### src/rtl/encoder_read_scheduler.sv
// Read sequencer for the AS5600 encoder I2C master. It launches reads from a poll
// timer or on request, retries failed reads, escalates faults and holds the last good angle.
module encoder_read_scheduler #(
  parameter int POLL_PERIOD    = 50000,
  parameter int TIMEOUT_CYCLES = 20000,
  parameter int MAX_RETRIES    = 2,
  parameter int FAULT_LIMIT    = 3
) (
  input  logic        clock,
  input  logic        reset,
  input  logic        enable,
  input  logic        read_req,
  input  logic        fault_clear,
  output logic        i2c_start,
  input  logic        i2c_busy,
  input  logic        i2c_done,
  input  logic        i2c_nack,
  input  logic [11:0] i2c_angle,
  output logic [11:0] angle,
  output logic        angle_valid,
  output logic        angle_update,
  output logic        fault,
  output logic        sched_busy,
  output logic [7:0]  nack_count,
  output logic [7:0]  timeout_count
);
  localparam int PW = $clog2(POLL_PERIOD);
  localparam int TW = $clog2(TIMEOUT_CYCLES);
  localparam int RW = $clog2(MAX_RETRIES + 2);

  typedef enum logic [1:0] {S_IDLE, S_START, S_WAIT, S_HOLDOFF} state_t;

  state_t          r_state, w_state_nx;
  logic [PW-1:0]   r_poll_cnt;
  logic [TW-1:0]   r_timer;
  logic [RW-1:0]   r_retry;
  logic [3:0]      r_streak;
  logic            r_pending;
  logic [11:0]     r_angle;
  logic            r_valid, r_update, r_fault;
  logic [7:0]      r_nack_cnt, r_to_cnt;

  logic w_poll_wrap, w_launch, w_success, w_fail, w_retry, w_nack_inc, w_to_inc;
  logic w_read_failed, w_fault_trip, w_fault_nx;

  assign w_poll_wrap = enable && (r_poll_cnt == PW'(POLL_PERIOD - 1));

  always_comb begin
    w_state_nx = r_state;
    w_launch   = 1'b0;
    w_success  = 1'b0;
    w_fail     = 1'b0;
    w_retry    = 1'b0;
    w_nack_inc = 1'b0;
    w_to_inc   = 1'b0;
    case (r_state)
      S_IDLE: if (r_pending && enable && !i2c_busy) begin
        w_launch   = 1'b1;
        w_state_nx = S_START;
      end
      S_START: w_state_nx = S_WAIT;
      S_WAIT: begin
        // A done landing on the timeout cycle still counts as the answer.
        if (i2c_done) begin
          if (!i2c_nack) begin
            w_success  = 1'b1;
            w_state_nx = S_IDLE;
          end else begin
            w_nack_inc = 1'b1;
            w_fail     = 1'b1;
          end
        end else if (r_timer == TW'(TIMEOUT_CYCLES - 1)) begin
          w_to_inc = 1'b1;
          w_fail   = 1'b1;
        end
      end
      S_HOLDOFF: if (!i2c_busy) w_state_nx = S_START;
      default: w_state_nx = S_IDLE;
    endcase
    if (w_fail) begin
      if (r_retry < RW'(MAX_RETRIES)) begin
        w_retry    = 1'b1;
        w_state_nx = S_HOLDOFF;
      end else begin
        w_state_nx = S_IDLE;
      end
    end
  end

  assign w_read_failed = w_fail && !w_retry;
  assign w_fault_trip  = w_read_failed && (({1'b0, r_streak} + 5'd1) >= 5'(FAULT_LIMIT));
  assign w_fault_nx    = fault_clear ? 1'b0 : (r_fault || w_fault_trip);

  always_ff @(posedge clock or posedge reset) begin
    if (reset) begin
      r_state    <= S_IDLE;
      r_poll_cnt <= '0;
      r_pending  <= 1'b0;
      r_timer    <= '0;
      r_retry    <= '0;
    end else begin
      r_state <= w_state_nx;
      if (!enable || w_poll_wrap) r_poll_cnt <= '0;
      else                        r_poll_cnt <= r_poll_cnt + 1'b1;
      // New requests win over the launch clear so none is dropped.
      if (w_poll_wrap || read_req) r_pending <= 1'b1;
      else if (w_launch)           r_pending <= 1'b0;
      if (r_state == S_START)     r_timer <= '0;
      else if (r_state == S_WAIT) r_timer <= r_timer + 1'b1;
      if (w_launch)     r_retry <= '0;
      else if (w_retry) r_retry <= r_retry + 1'b1;
    end
  end

  always_ff @(posedge clock or posedge reset) begin
    if (reset) begin
      r_angle    <= '0;
      r_valid    <= 1'b0;
      r_update   <= 1'b0;
      r_fault    <= 1'b0;
      r_streak   <= '0;
      r_nack_cnt <= '0;
      r_to_cnt   <= '0;
    end else begin
      r_update <= w_success;
      r_fault  <= w_fault_nx;
      if (w_success) begin
        r_angle <= i2c_angle;
        r_valid <= !w_fault_nx;
      end else if (w_fault_trip) begin
        r_valid <= 1'b0;
      end
      if (fault_clear || w_success)                r_streak <= '0;
      else if (w_read_failed && r_streak != 4'hF) r_streak <= r_streak + 1'b1;
      if (fault_clear)                             r_nack_cnt <= '0;
      else if (w_nack_inc && r_nack_cnt != 8'hFF) r_nack_cnt <= r_nack_cnt + 1'b1;
      if (fault_clear)                             r_to_cnt <= '0;
      else if (w_to_inc && r_to_cnt != 8'hFF)     r_to_cnt <= r_to_cnt + 1'b1;
    end
  end

  assign i2c_start     = (r_state == S_START);
  assign sched_busy    = (r_state != S_IDLE);
  assign angle         = r_angle;
  assign angle_valid   = r_valid;
  assign angle_update  = r_update;
  assign fault         = r_fault;
  assign nack_count    = r_nack_cnt;
  assign timeout_count = r_to_cnt;
endmodule

### config.mk
export PLATFORM = sky130hd
export DESIGN_NAME = encoder_read_scheduler
export DESIGN_NICKNAME = d
export VERILOG_FILES = /design/src/rtl/encoder_read_scheduler.sv
export SDC_FILE = /design/constraint.sdc
export NUM_CORES = 1
export LEC_CHECK = 0
export ABC_AREA = 0
export CAP_MARGIN = 20
export CORE_ASPECT_RATIO = 2
export CORE_UTILIZATION = 54
export CTS_CLUSTER_DIAMETER = 80
export DETAILED_ROUTE_END_ITERATION = 8
export PLACE_DENSITY = 0.8
export REMOVE_ABC_BUFFERS = 1
export SYNTH_ARGS = -nofsm -noshare
export SYNTH_HDL_FRONTEND = slang
export SYNTH_SLANG_ARGS = --single-unit
### constraint.sdc
create_clock -name clock -period 2.6 [get_ports clock]
set_input_delay 0.52 -clock clock [delete_from_list [all_inputs] [get_ports clock]]
set_output_delay 0.52 -clock clock [all_outputs]
set_load 0.05 [all_outputs]
==> impl_results.md <==
* IO Count at 53
* Tmin final at around 2.5 ns
* Setup crit end: sched_busy
* Via count at between 2000 and 3000
* Area contributors post-synth: dfrtp_1, nand2_1, nor2_1
* Num CTS Buffers at 9
* Clk sinks at roughly 70
* Main synth FF type: dfrtp_1
* Maximum operating frequency at 405.3 MHz
* Outcome: completed
* Area leader, netlist: dfrtp_1
* Crit start category: flip-flop
* Final Max Slew Viols at 0
* Placer Congestion at ~0.84
* Max Buffers Root-to-Sink at 2
* Clk Latency, worst-skew pair at between 0.3 and 0.4 ns
* Antenna diode count at 0
* Rows at 41
* Clk root buf: clkbuf_16
* Clock Skews at between 0.005 and 0.006 ns
* Gr usage total at 24.82%
* Peak supply drop at 0.0006602 V
* GRT Residual Overflow at 0
* H-tree depth at 3
* Die width at between 50 and 60 µm
* GR Util met3 at 4.576%
* 1st-pass router iterations at 6
* Count leader, synth: dfrtp_1
* Slowest cell on the critical path: clkdlybuf4s50_1
* CTS tree: yes
* Vias per cell at roughly 5.6
* Critical Path AT at between 1.5 and 2 ns
* Chip height at about 120 µm
* Post-Syn Instances at ~370
* Post-CTS Hold Buffers at 0
* Reg area at 1777 µm²
* CP Max Fanout at 4
* Number of global-route vias before repair at around 2900
* Pin count of the biggest net entering global routing at 44
* Tightest Pin Transition at 0.6360 ns
* Yosys top cell area share at between 50% and 60%
* Post-synth EDFFs at 0
* Port Buf Inserts at 52
* Fill count at roughly 470
* Core Footprint at 6259 µm²
* DRC at 0
* FF-to-FF setup slack at roughly 0.37 ns
* Cell mode on critical path: inv_1
* Drt first-iter violations at approximately 150
* Register area share after synthesis at around half
* P&R area growth vs syn at 26.19%
* R2r worst-path depth at 7
* Leak Pwr at between 1.5 and 2 nW
* Gr busiest metal: met2
* PD cells at about 880 nW/µm²
* DP HPWL at between 5 and 6 mm
* Synth cell types at 50
* FFs w/ async S/R, synth at 100.0%
* Hold Path Class: flip-flop to flip-flop
* Critical R2R Launch: r_state[0]
* Final Hold Viols at 0
* Worst-path cell chain: inv_1 > ha_1 > inv_1 > clkdlybuf4s50_1
* Critical Path Sink Type: primary output
* Max cap viols at 0
* Setup_tns at 0 ns
* Seq cells post-synth at between 70 and 80
* Critical Path Source: r_state[0]
* Total wire length at 7.532 mm
* Initial core utilization at between 50% and 60%
* Multi-input logic area at 1634 µm²
* Routed wire per std cell at ~15 µm
* Nets at roughly 460
* Share of layout cells above drive strength 1 at 7.159%
* Reg2Reg Capture Point: r_timer[11]
* Hold Path Origin: angle[11]
* Setup-failing EPs final at 0
* WP data required at 2.08 ns
* Slew headroom at between 50% and 60%
* Post-Syn Area per Cell at 9.503 µm²
* Initial antenna violation count at 0
* RSZ-0062 raised after global routing: false
* Worst path max stage delay at 0.80 ns
* Final instance area at around 4400 µm²
* Post-DRT Antenna Nets at 0
* Reg clk slew, reported paths at ~0.050 ns
* Post-cts gate resize count at 0
* Synth cell count leaders: dfrtp_1, nand2_1, nor2_1
* DP Area at around 4100 µm²
* Die area at around 6800 µm²
* Period utilisation layout at ~95%
* Met1 usage at a little over a quarter
* Post-synthesis cell area at approximately 3500 µm²
* Yosys Warn Count at 0
* Met2 Usage GRT at between 40% and 50%
* First-pass GRT wire length at 12.70 mm
* Setup CP Type: flip-flop to primary output
* Setup Buffers After CTS at 0
-- cells by family (layout without fill, tap and decap cells) --
logic type | Yosys count | in the layout | share of synthesized area (%)
fa+ha+maj | 10 | 10 | 3.578
mux | 4 | 4 | 1.145
simple gates | 186 | 186 | 25.80
buf+inv | 21 | 86 | 2.468
compound gates | 44 | 44 | 8.194
xor+xnor | 32 | 32 | 8.014
flops | 71 | 71 | 50.80
-- stage by stage --
stage	total power (W)	utilization [%]	std cells	hold WS (ns)	worst slack, ns
after floorplan	0.002297	-	360	0.4479	0.2834
after global placement	0.002701	65.91	503	0.4577	0.3790
after detailed placement	0.002744	65.91	503	0.4625	0.3119
after CTS	0.003912	70.51	519	0.4759	0.1299
after global routing	0.004079	70.51	519	0.5005	0.05949
final	0.003891	70.51	519	0.4754	0.1329
-- worst min path at each step --
stage,slack (ns),cells past startpoint,to
2_1_floorplan,0.45,1,r_poll_cnt[0]
3_3_place_gp,0.46,2,angle[4]
3_5_place_dp,0.46,2,angle[11]
4_1_cts,0.48,2,angle[11]
5_1_grt,0.50,2,angle[10]
6_report,0.48,2,angle[11]
-- worst max-delay path: cells and delay by family (launching register included) --
| kind | cells | cell delay [ns] |
|---|---|---|
| flops | 1 | 0.41 |
| fa+ha+maj | 1 | 0.23 |
| buf+inv | 3 | 0.97 |
-- final cells by class --
type	count	area share (%)
Clock inverter	2	0.3119
Sequential cell	71	40.26
Multi-Input combinational cell	276	37.03
Tap cell	86	2.438
Inverter	13	1.106
Timing Repair Buffer	57	12.65
Clock buffer	14	6.209
-- power breakdown --
| group | leakage (nW) | switching [W] | internal (W) | total, W |
|---|---|---|---|---|
| Sequential | 0.953 | 0.000139 | 0.00128 | 0.00142 |
| Combinational | 0.847 | 0.000871 | 0.000443 | 0.00131 |
| Clock | 0.143 | 0.000433 | 0.000724 | 0.00116 |
| Total | 1.94 | 0.00144 | 0.00245 | 0.00389 |
-- layer usage --
layer | vias up | routed length (µm)
li1 | 1385 | -
met1 | 1423 | 2884
met2 | 75 | 4210
met3 | 16 | 248
met4 | 0 | 188
met5 | - | 0
-- cells in the final DEF, fill, tap and decap left out, types with 7 or more instances in the layout --
cell,netlist,final
a21oi_1,10,10
and3_1,7,7
clkbuf_16,0,9
clkdlybuf4s50_1,0,52
dfrtp_1,71,71
ha_1,10,10
inv_1,12,11
nand2_1,63,63
nand3_1,16,16
nand4_1,11,11
nor2_1,50,50
nor3_1,8,8
o21ai_0,13,13
xnor2_1,20,20
xor2_1,12,12
-- flip-flops by register name, summed over array words and instances, names as in the netlist --
signal,count
r_poll_cnt,16
r_timer,15
angle,12
nack_count,8
timeout_count,8
r_streak,4
r_retry,2
r_state,2
angle_update,1
angle_valid,1
fault,1
r_pending,1
Power figures use the tool's default switching activity.
==> RTL edit: new RTL, same settings <==
Re-encode `state_t` (4 states) as one-hot, 4 bits wide.
--- a/src/rtl/encoder_read_scheduler.sv
+++ b/src/rtl/encoder_read_scheduler.sv
@@ -28,7 +28,7 @@
   localparam int TW = $clog2(TIMEOUT_CYCLES);
   localparam int RW = $clog2(MAX_RETRIES + 2);
 
-  typedef enum logic [1:0] {S_IDLE, S_START, S_WAIT, S_HOLDOFF} state_t;
+  typedef enum logic [3:0] {S_IDLE = 4'b0001, S_START = 4'b0010, S_WAIT = 4'b0100, S_HOLDOFF = 4'b1000} state_t;
 
   state_t          r_state, w_state_nx;
   logic [PW-1:0]   r_poll_cnt;
Function: same outputs for any inputs over 10 cycles, from zero or initial values and one cycle with reset high; not proved beyond that.
==> RTL edit against the original RTL <==
- setup slack improved by 160 ps
- design area rose by 4.0%
- maximum frequency up 7.1%
- critical path depth increased by 1
- synthesized cell count decreased by 4.3%
- final cell count is 2.7% lower
- synthesized area rose by 3.3%
- wire length grew 5.6%
- clock skew is 1.1 ps higher
- sequential cell count up 2
- register-to-register slack got worse by 70 ps
- critical endpoint is now timeout_count[5]$_DFFE_PP0P_
- core utilization rose by 1.7 points
- first-iteration DRC count is 3.4% higher
Power is not compared: it rests on default switching activity, and its combinational part moved more than twofold at a synthesized area within 25%.
==> RTL edit: results (changes against the original RTL) <==
status:
  run_status: "completed"
critical_path:
  critical-path-top-delay-family: "simple AND/OR/NAND/NOR gates"
  crit_arrival_ps: 2530  # +580 ps
  slowest_delay_ps: 570  # -230 ps
  rr_worst_depth: 5  # -2
  cp_slowest_cell: "or4b_4"
  r2r_setup_slack_ps: 300  # -70 ps
  crit_path_max_fanout: 9  # +5
yosys:
  synth_cells: 352  # -4.3%
  synth.yosys.seq_area_share_pct: 50.6  # -0.22 points
  netlist_top_cells_area: "dfrtp_1 50%, nor2_1 5.7%, xnor2_1 4.8%, xor2_1 4.6%, mux2_2 4.1%"
  yosysUniqueCellTypes: 47  # -6.0%
drt:
  avgRoutedWirePerCell_um: 15.7  # +8.5%
  routed-via-count: 2845  # -1.9%
clocking:
  cts-resized-gates: 0  # unchanged
  clk_latency_ps: 350  # +20 ps
power:
  p_leak_nw: 1.97
place:
  dp_hpwl_mm: 5.58  # +3.9%
  place_congestion: 0.823  # -2.3%
  placed_cells: 489  # -2.8%
global_route:
  grt_start_max_net_pins: 58  # +32%
  grt_pass1_vias: 2959  # +2.7%
  grtUsageTotal_pct: 26.3  # +1.4 points
  grt_pass1_wl_mm: 13.7  # +7.6%
final_layout:
  layout.cells.non_filler: 505  # -2.7%
  nets: 440  # -3.9%
  drive_gt1_share_pct: 11.5  # +4.3 points
sta:
  hold_ws_ps: 472  # -3.51 ps
  tightest_slew_ps: 632  # -3.67 ps
  fin_worst_skew_ps: 6.82  # +1.07 ps
worst_hold_path:
  hold_path.class: "primary input to asynchronous set/reset pin"
## RTL edit: how the worst max path moves through the flow
stage | slack, ps | end
after global routing | 210 | timeout_count[4]$_DFFE_PP0P_
final | 300 | timeout_count[5]$_DFFE_PP0P_
after floorplan | -510 | i2c_start
after CTS | 290 | sched_busy
after detailed placement | 280 | timeout_count[4]$_DFFE_PP0P_
after global placement | 320 | timeout_count[4]$_DFFE_PP0P_
## RTL edit: cells by family after synthesis
| group | after synthesis | share of synthesized area, % |
|---|---|---|
| and+or+nand+nor | 170 | 24.8 |
| AOI/OAI and AO/OA | 25 | 4.47 |
| adders and majority gates | 6 | 2.08 |
| buffers and inverters | 21 | 2.87 |
| xor gates and xnor gates | 39 | 9.45 |
| muxes | 18 | 5.71 |
| DFF | 73 | 50.6 |
## RTL edit: report_power, final
part	switching [W]	total, W	internal (W)
registers	0.0000271	0.00120	0.00117
logic	0.000154	0.000256	0.000102
clock network	0.000456	0.00135	0.000893
## RTL edit: layout make-up
cell class	instances	area, um2
Tap cell	86	108
Sequential cell	73	1830
Clock inverter	2	60.1
Multi-Input combinational cell	258	1680
Fill cell	508	1770
Clock buffer	14	264
Inverter	11	41.3
Timing Repair Buffer	61	608
## RTL edit: metrics by stage
| stage | cell area [um2] | worst slack [ps] | utilization [%] |
|---|---|---|---|
| floorplan | 3550 | -509 | - |
| detailed placement | 4270 | 276 | 67.1 |
| finish | 4590 | 297 | 72.2 |
| global route | 4590 | 210 | 72.2 |
| global placement | 4270 | 324 | 67.1 |
| CTS | 4590 | 292 | 72.2 |
## RTL edit: per-layer routing
layer | GRT usage, % | share of wire [%] | vias up
met5 | 0 | 0 | -
met4 | 13.1 | 2.9 | 0
met3 | 6.15 | 3.1 | 20
met2 | 46.4 | 57 | 73
met1 | 27.3 | 37 | 1407
li1 | - | - | 1345
